===== src/rtl/regfile_dump.sv =====
// Register-file dump engine: walks a wrapping index range on a combinational
// read port and streams each word out over a valid/ready handshake.
module regfile_dump #(
  parameter int DATA_W = 32,
  parameter int ADDR_W = 5
) (
  input  logic              clk,
  input  logic              Reset,
  input  logic              start,
  input  logic              abort,
  input  logic [ADDR_W-1:0] first_reg,
  input  logic [ADDR_W-1:0] last_reg,
  output logic [ADDR_W-1:0] A,
  input  logic [DATA_W-1:0] RD,
  output logic              out_valid,
  input  logic              out_ready,
  output logic [DATA_W-1:0] out_data,
  output logic [ADDR_W-1:0] out_index,
  output logic              busy,
  output logic              done
);

  typedef enum logic [1:0] {
    IDLE = 2'd0,
    READ = 2'd1,
    SEND = 2'd2,
    DONE = 2'd3
  } state_e;

  state_e              state_q, state_d;
  logic [ADDR_W-1:0]   idx_q, idx_d;
  logic [ADDR_W-1:0]   last_q, last_d;
  logic [DATA_W-1:0]   data_q, data_d;
  logic [ADDR_W-1:0]   index_q, index_d;
  logic                valid_q, valid_d;
  logic                done_q, done_d;

  always_ff @(posedge clk or negedge Reset) begin
    if (!Reset) begin
      state_q <= IDLE;
      idx_q   <= '0;
      last_q  <= '0;
      data_q  <= '0;
      index_q <= '0;
      valid_q <= 1'b0;
      done_q  <= 1'b0;
    end else begin
      state_q <= state_d;
      idx_q   <= idx_d;
      last_q  <= last_d;
      data_q  <= data_d;
      index_q <= index_d;
      valid_q <= valid_d;
      done_q  <= done_d;
    end
  end

  always_comb begin
    state_d = state_q;
    idx_d   = idx_q;
    last_d  = last_q;
    data_d  = data_q;
    index_d = index_q;
    valid_d = valid_q;
    done_d  = 1'b0;
    unique case (state_q)
      IDLE: begin
        if (start) begin
          idx_d   = first_reg;
          last_d  = last_reg;
          state_d = READ;
        end
      end
      READ: begin
        if (abort) begin
          valid_d = 1'b0;
          state_d = IDLE;
        end else begin
          data_d  = RD;
          index_d = idx_q;
          valid_d = 1'b1;
          state_d = SEND;
        end
      end
      SEND: begin
        // abort wins over a handshake landing on the same edge
        if (abort) begin
          valid_d = 1'b0;
          state_d = IDLE;
        end else if (valid_q && out_ready) begin
          valid_d = 1'b0;
          if (idx_q == last_q) begin
            done_d  = 1'b1;
            state_d = DONE;
          end else begin
            idx_d   = idx_q + ADDR_W'(1);
            state_d = READ;
          end
        end
      end
      DONE: begin
        state_d = IDLE;
      end
      default: begin
        state_d = IDLE;
      end
    endcase
  end

  assign A = (state_q == READ || state_q == SEND) ? idx_q : '0;
  assign busy      = (state_q != IDLE);
  assign out_valid = valid_q;
  assign out_data  = data_q;
  assign out_index = index_q;
  assign done      = done_q;

endmodule


===== config.mk =====
export PLATFORM = sky130hd
export DESIGN_NAME = regfile_dump
export DESIGN_NICKNAME = d
export VERILOG_FILES = /design/src/rtl/regfile_dump.sv
export SDC_FILE = /design/constraint.sdc
export NUM_CORES = 1
export LEC_CHECK = 0
export ABC_AREA = 1
export CAP_MARGIN = 5
export CORE_UTILIZATION = 43
export DETAILED_ROUTE_END_ITERATION = 8
export GPL_TIMING_DRIVEN = 1
export PLACE_DENSITY = 0.8
export SYNTH_ARGS = -nofsm -noshare
export SYNTH_HDL_FRONTEND = slang
export SYNTH_SLANG_ARGS = --single-unit

===== constraint.sdc =====
create_clock -name clk -period 1.97 [get_ports clk]
set_input_delay 0.197 -clock clk [delete_from_list [all_inputs] [get_ports clk]]
set_output_delay 0.197 -clock clk [all_outputs]
set_load 0.005 [all_outputs]

Yosys cells after proc, flatten, opt, wreduce, memory -nomap -nowiden
Cells that the tools add are included.
{"block": "word_totals", "reg_bits": 51, "latchBits": 0, "ramBits": 0, "romBits": 0, "n_memories": 0}
{"block": "classes", "add_sub_neg": 1, "multipliers": 0, "div": 0, "order_cmp": 0, "n_eq_ne": 9, "shifts": 0, "mux": 20, "bitwise_logic": 1, "n_reduce_logical": 11}
{"op": "$mux 5", "count": 5}
{"op": "$mux 2", "count": 5}
{"op": "$pmux 5 s2", "count": 1}
{"op": "$ne 2x2->1 const B", "count": 4}
{"op": "$pmux 2 s4", "count": 1}
{"op": "$reduce_and 2->1", "count": 4}
{"op": "$mux 1", "count": 7}
{"op": "$reduce_bool 2->1", "count": 3}
{"op": "$add 5x1->5 const B", "count": 1}
{"op": "$eq 5x5->1", "count": 1}
{"op": "$reduce_and 5->1", "count": 1}
{"op": "$eq 2x2->1 const B", "count": 2}
{"op": "$ne 3x3->1 const B", "count": 1}
{"op": "$eq 2x1->1 const B", "count": 1}
{"op": "$logic_not 2->1", "count": 1}
{"op": "$pmux 1 s2", "count": 1}
{"op": "$logic_and 1x1->1", "count": 1}
{"op": "$logic_or 1x1->1", "count": 1}
{"op": "$not 1->1", "count": 1}

Depth between registers and ports, before layout
{"block": "depth", "depth_word": 5, "mapped_depth": 11, "depth_no_buf": 11}

Worst setup path before layout
Ideal clock, no wire load.
{"block": "synth_path", "kind": "flip-flop to flip-flop", "startpoint": "register state_q[0]", "endpoint": "register idx_q[0]", "setup_time_ns": 0.117, "arrival_time_ns": 1.302, "setup_slack_ns": 0.551, "path_stages_with_launch": 10, "n_path_buf": 1, "synth_period_minus_slack_ns": 1.419, "path_cell_list": "dfrtp_1 > inv_1 > ha_1 > inv_1 > clkbuf_1 > nand2_1 > nand2_4 > nand2_4 > nand2_1 > nand2_1"}
{"block": "synth_between", "elab_chain_len": 3, "word_cells_on_any_way": 9, "classes_between": "eq/ne (5); mux (1); reduce/logical (3)"}
{"element": "start: declaration", "line": "30", "source": "state_e state_q, state_d;"}
{"element": "start signal: assignment", "line": "48", "source": "state_q <= state_d;"}
{"element": "$eq 2x2->1 / $logic_not 2->1 (equally long branches)", "line": "66", "source": "unique case (state_q)"}
{"element": "$ne 2x2->1 (no source line) / $reduce_bool 2->1 (equally long branches)"}
{"element": "$reduce_and 5->1 (no source line)"}
{"element": "end signal: assignment", "line": "49", "source": "idx_q <= idx_d;"}
{"element": "end: declaration", "line": "31", "source": "logic [ADDR_W-1:0] idx_q, idx_d;"}
Parallel ways exist; a longest one is shown, timed or not.
A chain may end at the register's enable or synchronous reset.

Final worst setup path
{"block": "layout_path", "startpoint": "register state_q[1]", "endpoint": "output A[1]"}
{"block": "layout_between", "elab_chain_len": 3, "word_cells_on_any_way": 4, "classes_between": "eq/ne (2); mux (1); reduce/logical (1)"}
{"element": "$eq 2x1->1 / $eq 2x2->1 (equally long branches)", "line": "110", "source": "assign A = (state_q == READ || state_q == SEND) ? idx_q : '0;"}
{"element": "$logic_or 1x1->1 (*)", "line": "110"}
{"element": "$mux 5 (*)", "line": "110"}
{"element": "end: declaration", "line": "13", "source": "output logic [ADDR_W-1:0] A,"}
Every way passes the cells marked *; elsewhere a longest branch is shown, timed or not.

==> results <==
- For the final routed database, the setup TNS stands at 0 ns.
- In this run the deepest clock path goes through 2 buffers.
- The final layout contains routed wiring with a total length of 4650 um.
- The count of state elements after synthesis is between 50 and 60.
- The detailed router placed around 1700 vias in this run.
- After detailed routing, the average wire length per cell comes to approximately 13 um.
- The floorplan die height is ~74 um.
- After detailed routing, the number of vias per cell comes to approximately 4.6.
- Max-cap violations in this run came to 0.
- Clock-pin slew was measured on the worst setup and hold paths at 0.08 ns.
- The worst setup path is captured at a primary output.
- The detailed-router iteration count before antenna repair is 4.
- The number of nets handed over by synthesis was between 200 and 300.
- The number of H-tree levels is 2.
- The number of DRC violations after detailed routing is 0.
- Entering global routing, the biggest net connects 52 pins.
- The actual transition at the worst max-transition pin is approximately 0.62 ns.
- The repair_antennas step left the layout with diodes totalling 0.
- Synthesis handed over a netlist of 203 instances.
- The fill cell instance count of the final layout is roughly 380.
- The sequential element share of the synthesized area is a little under three fifths.
- The initial utilization of the core area, before any placement, comes to between 40% and 50%.
- The post-route netlist has 19.3% of its cells at a drive strength greater than 1.
- The number of global-route vias before repair came to roughly 1600.
- The leakage component of the power is 1.53 nW.
- just over 90 I/O pins were placed.
- In this run the core area contains 25 standard-cell rows.
- The worst setup skew after layout is between 0.006 and 0.007 ns.
- In this run the clock root is driven by a sky130_fd_sc_hd__clkbuf_8.
- The horizontal extent of the die is 74.4 um.
- The worst-skew pair later-pin latency is between 0.2 and 0.3 ns.
- The number of different library cells in the post-synthesis netlist is 23.
- The final weighted congestion of routability-driven global placement is 0.847.
- The post-layout utilization of the core is about 69%.
- Clock tree synthesis inserted a total of 5 buffers.
- The number of clock sinks seen by CTS is slightly above 50.
- The placed instances occupy a cell area of roughly 3200 um^2.
- The number of antenna violations at the first check in global routing is 0.
- The core region area is 4880 um^2.
- During synthesis, Yosys emitted a total of 0 warnings.
- The period utilization is 93.6%.
- In the layout the commonest cells are 90 x sky130_fd_sc_hd__clkdlybuf4s50_1, 51 x sky130_fd_sc_hd__dfrtp_1, 45 x sky130_fd_sc_hd__nand2_1.
- The path class of the lowest-slack min-delay path is input port to async pin.
- The final-report hold violation count is 0.
- The count of buffers inserted at the top-level ports is 91.
- The final max-slew violation count is 0.
- The maximum ir drop on the vdd rail is just over 0.0008 V.
- The floorplan step defined a die boundary enclosing 5530 um^2.
- The worst-case register-to-register setup slack is between 0.2 and 0.3 ns.
- Data arrives at the worst endpoint at around 1.7 ns.
- The most common cell after layout, fill and taps aside is sky130_fd_sc_hd__clkdlybuf4s50_1.
- In this run the critical register-to-register path is captured at idx_q[2].
- The leftover overflow at the end of global routing is 0.
- The final setup violation count is 0.
- The half-perimeter wire length of the detailed placement result is around 3500 um.
- TritonCTS built the clock tree.
- Setup repair after global routing left no endpoint under its margin.
- The minimum clock period after layout is about 1.8 ns.
- The wire length of the first global-routing pass is 7310 um.
- The length in cells of the worst reg-to-reg path is 11.
- In this run the power density over the cells is between 1500 and 2000 nW/um^2.
- Along the worst path, the maximum fanout reaches 6.
- The average instance in the mapped netlist occupies 11.1 um^2.
- The type of the worst setup path is flip-flop to primary output.
- The remaining number of nets flagged by the antenna check after routing is 0.
- The synthesized netlist occupies a cell area of around 2300 um^2.
- For this block, the initial DRC count from the detailed router was 57.
- Data on the critical path is required at its endpoint by approximately 1.8 ns.
- The launching point of the worst reg2reg path is state_q[0].
- The post-route cell area is approximately 3400 um^2.
- The flow ran to the end, and the final reports show no timing, DRC or antenna violations.
- The element type at the critical path start is a flip-flop.
- The global-route usage over all layers is 17.5%.
- The final net count is roughly 350.
- From synthesis to final layout, the design area changed by 49.4%.
- Headroom to the max-slew limit came out at 58.9%.
- The peak clock frequency supported by timing is between 500 and 600 MHz.
-- cells by family (layout without fill, tap and decap cells) --
| kind of cell | Yosys count | in the layout | share of synthesized area [%] |
|---|---|---|---|
| AND/OR/NAND/NOR | 69 | 69 | 13.2 |
| buffers and inverters | 25 | 122 | 4.72 |
| XOR/XNOR | 4 | 4 | 1.55 |
| AO/OA/AOI/OAI | 13 | 13 | 3.11 |
| adder cells (fa/ha/maj) | 5 | 5 | 2.78 |
| flip-flops | 51 | 51 | 56.6 |
| multiplexers | 36 | 36 | 18.0 |
-- cell type report --
cell class                      instances  area, um^2  area share [%]
Multi-Input combinational cell        127         886            26.3
Sequential cell                        51        1280            37.9
Inverter                               18        67.6            2.01
Timing Repair Buffer                   97         951            28.2
Clock buffer                            6        72.6            2.16
Tap cell                               67        83.8            2.49
Clock inverter                          1        30.0           0.892
-- worst max path at each step --
stage	to	depth (start not counted)	startpoint	slack (ns)
2_1_floorplan	idx_q[0]	9	state_q[0]	0.55
3_3_place_gp	A[0]	5	state_q[1]	0.34
3_5_place_dp	idx_q[2]	11	state_q[0]	0.29
4_1_cts	A[1]	5	state_q[1]	0.05
5_1_grt	A[2]	5	state_q[0]	0.03
6_report	A[1]	5	state_q[1]	0.13
-- flip-flops by register name, indices dropped and copies added, names as in the netlist --
name and count:
out_data 32, out_index 5, done 1, state_q 2, out_valid 1, idx_q 5
last_q 5
-- power by group --
group          internal [mW]  switching, mW  total [mW]
clock                  0.372          0.311       0.683
combinational           1.62          0.984        2.61
sequential              1.57          0.320        1.89
total                   3.56           1.61        5.18
-- metrics by stage --
stage	worst slack [ns]	power (mW)	std cells	hold slack [ns]
CTS	0.0549	5.20	365	0.0234
detailed placement	0.293	4.45	358	0.344
finish	0.126	5.18	367	0.00218
global route	0.0286	5.59	367	0.0424
floorplan	0.551	3.16	203	-0.0986
global placement	0.342	4.38	358	0.344
-- synthesized netlist by cell type, drive strengths merged --
library cell	instances	area [um^2]
mux2	36	405
dfrtp	51	1280
nor3	1	5.00
a21oi	3	15.0
inv	18	67.6
xor2	2	17.5
nand3	8	45.0
or2	1	6.26
xnor2	2	17.5
nor2	10	40.0
buf	5	27.5
a22oi	1	7.51
nand2	49	201
o21ai	8	40.0
clkbuf	2	11.3
ha	5	62.6
o31ai	1	7.51
-- worst max-delay path, cell delays in order, from the launching register on --
cell	delay, ns
sky130_fd_sc_hd__dfrtp_1	0.38
sky130_fd_sc_hd__inv_2	0.07
sky130_fd_sc_hd__ha_4	0.29
sky130_fd_sc_hd__nand2_1	0.05
sky130_fd_sc_hd__inv_1	0.06
sky130_fd_sc_hd__clkdlybuf4s50_1	0.49
-- per-layer routing --
metal	up-vias	share of wire [%]	track usage, %	wire length [um]
met1	794	43	21.7	1990
met4	0	0.49	5.03	23
li1	848	-	-	-
met2	58	49	29.8	2280
met5	-	0	0	0
met3	2	7.7	5.01	357
-- timing repair --
item	CTS	global route
gates resized for setup	1	2
buffers inserted	0	2
hold buffers	0	0
gates cloned	0	0
setup endpoints to repair	4	4
pin swaps	0	1
endpoints found under the hold margin	0	0
Power figures use the tool's default switching activity.
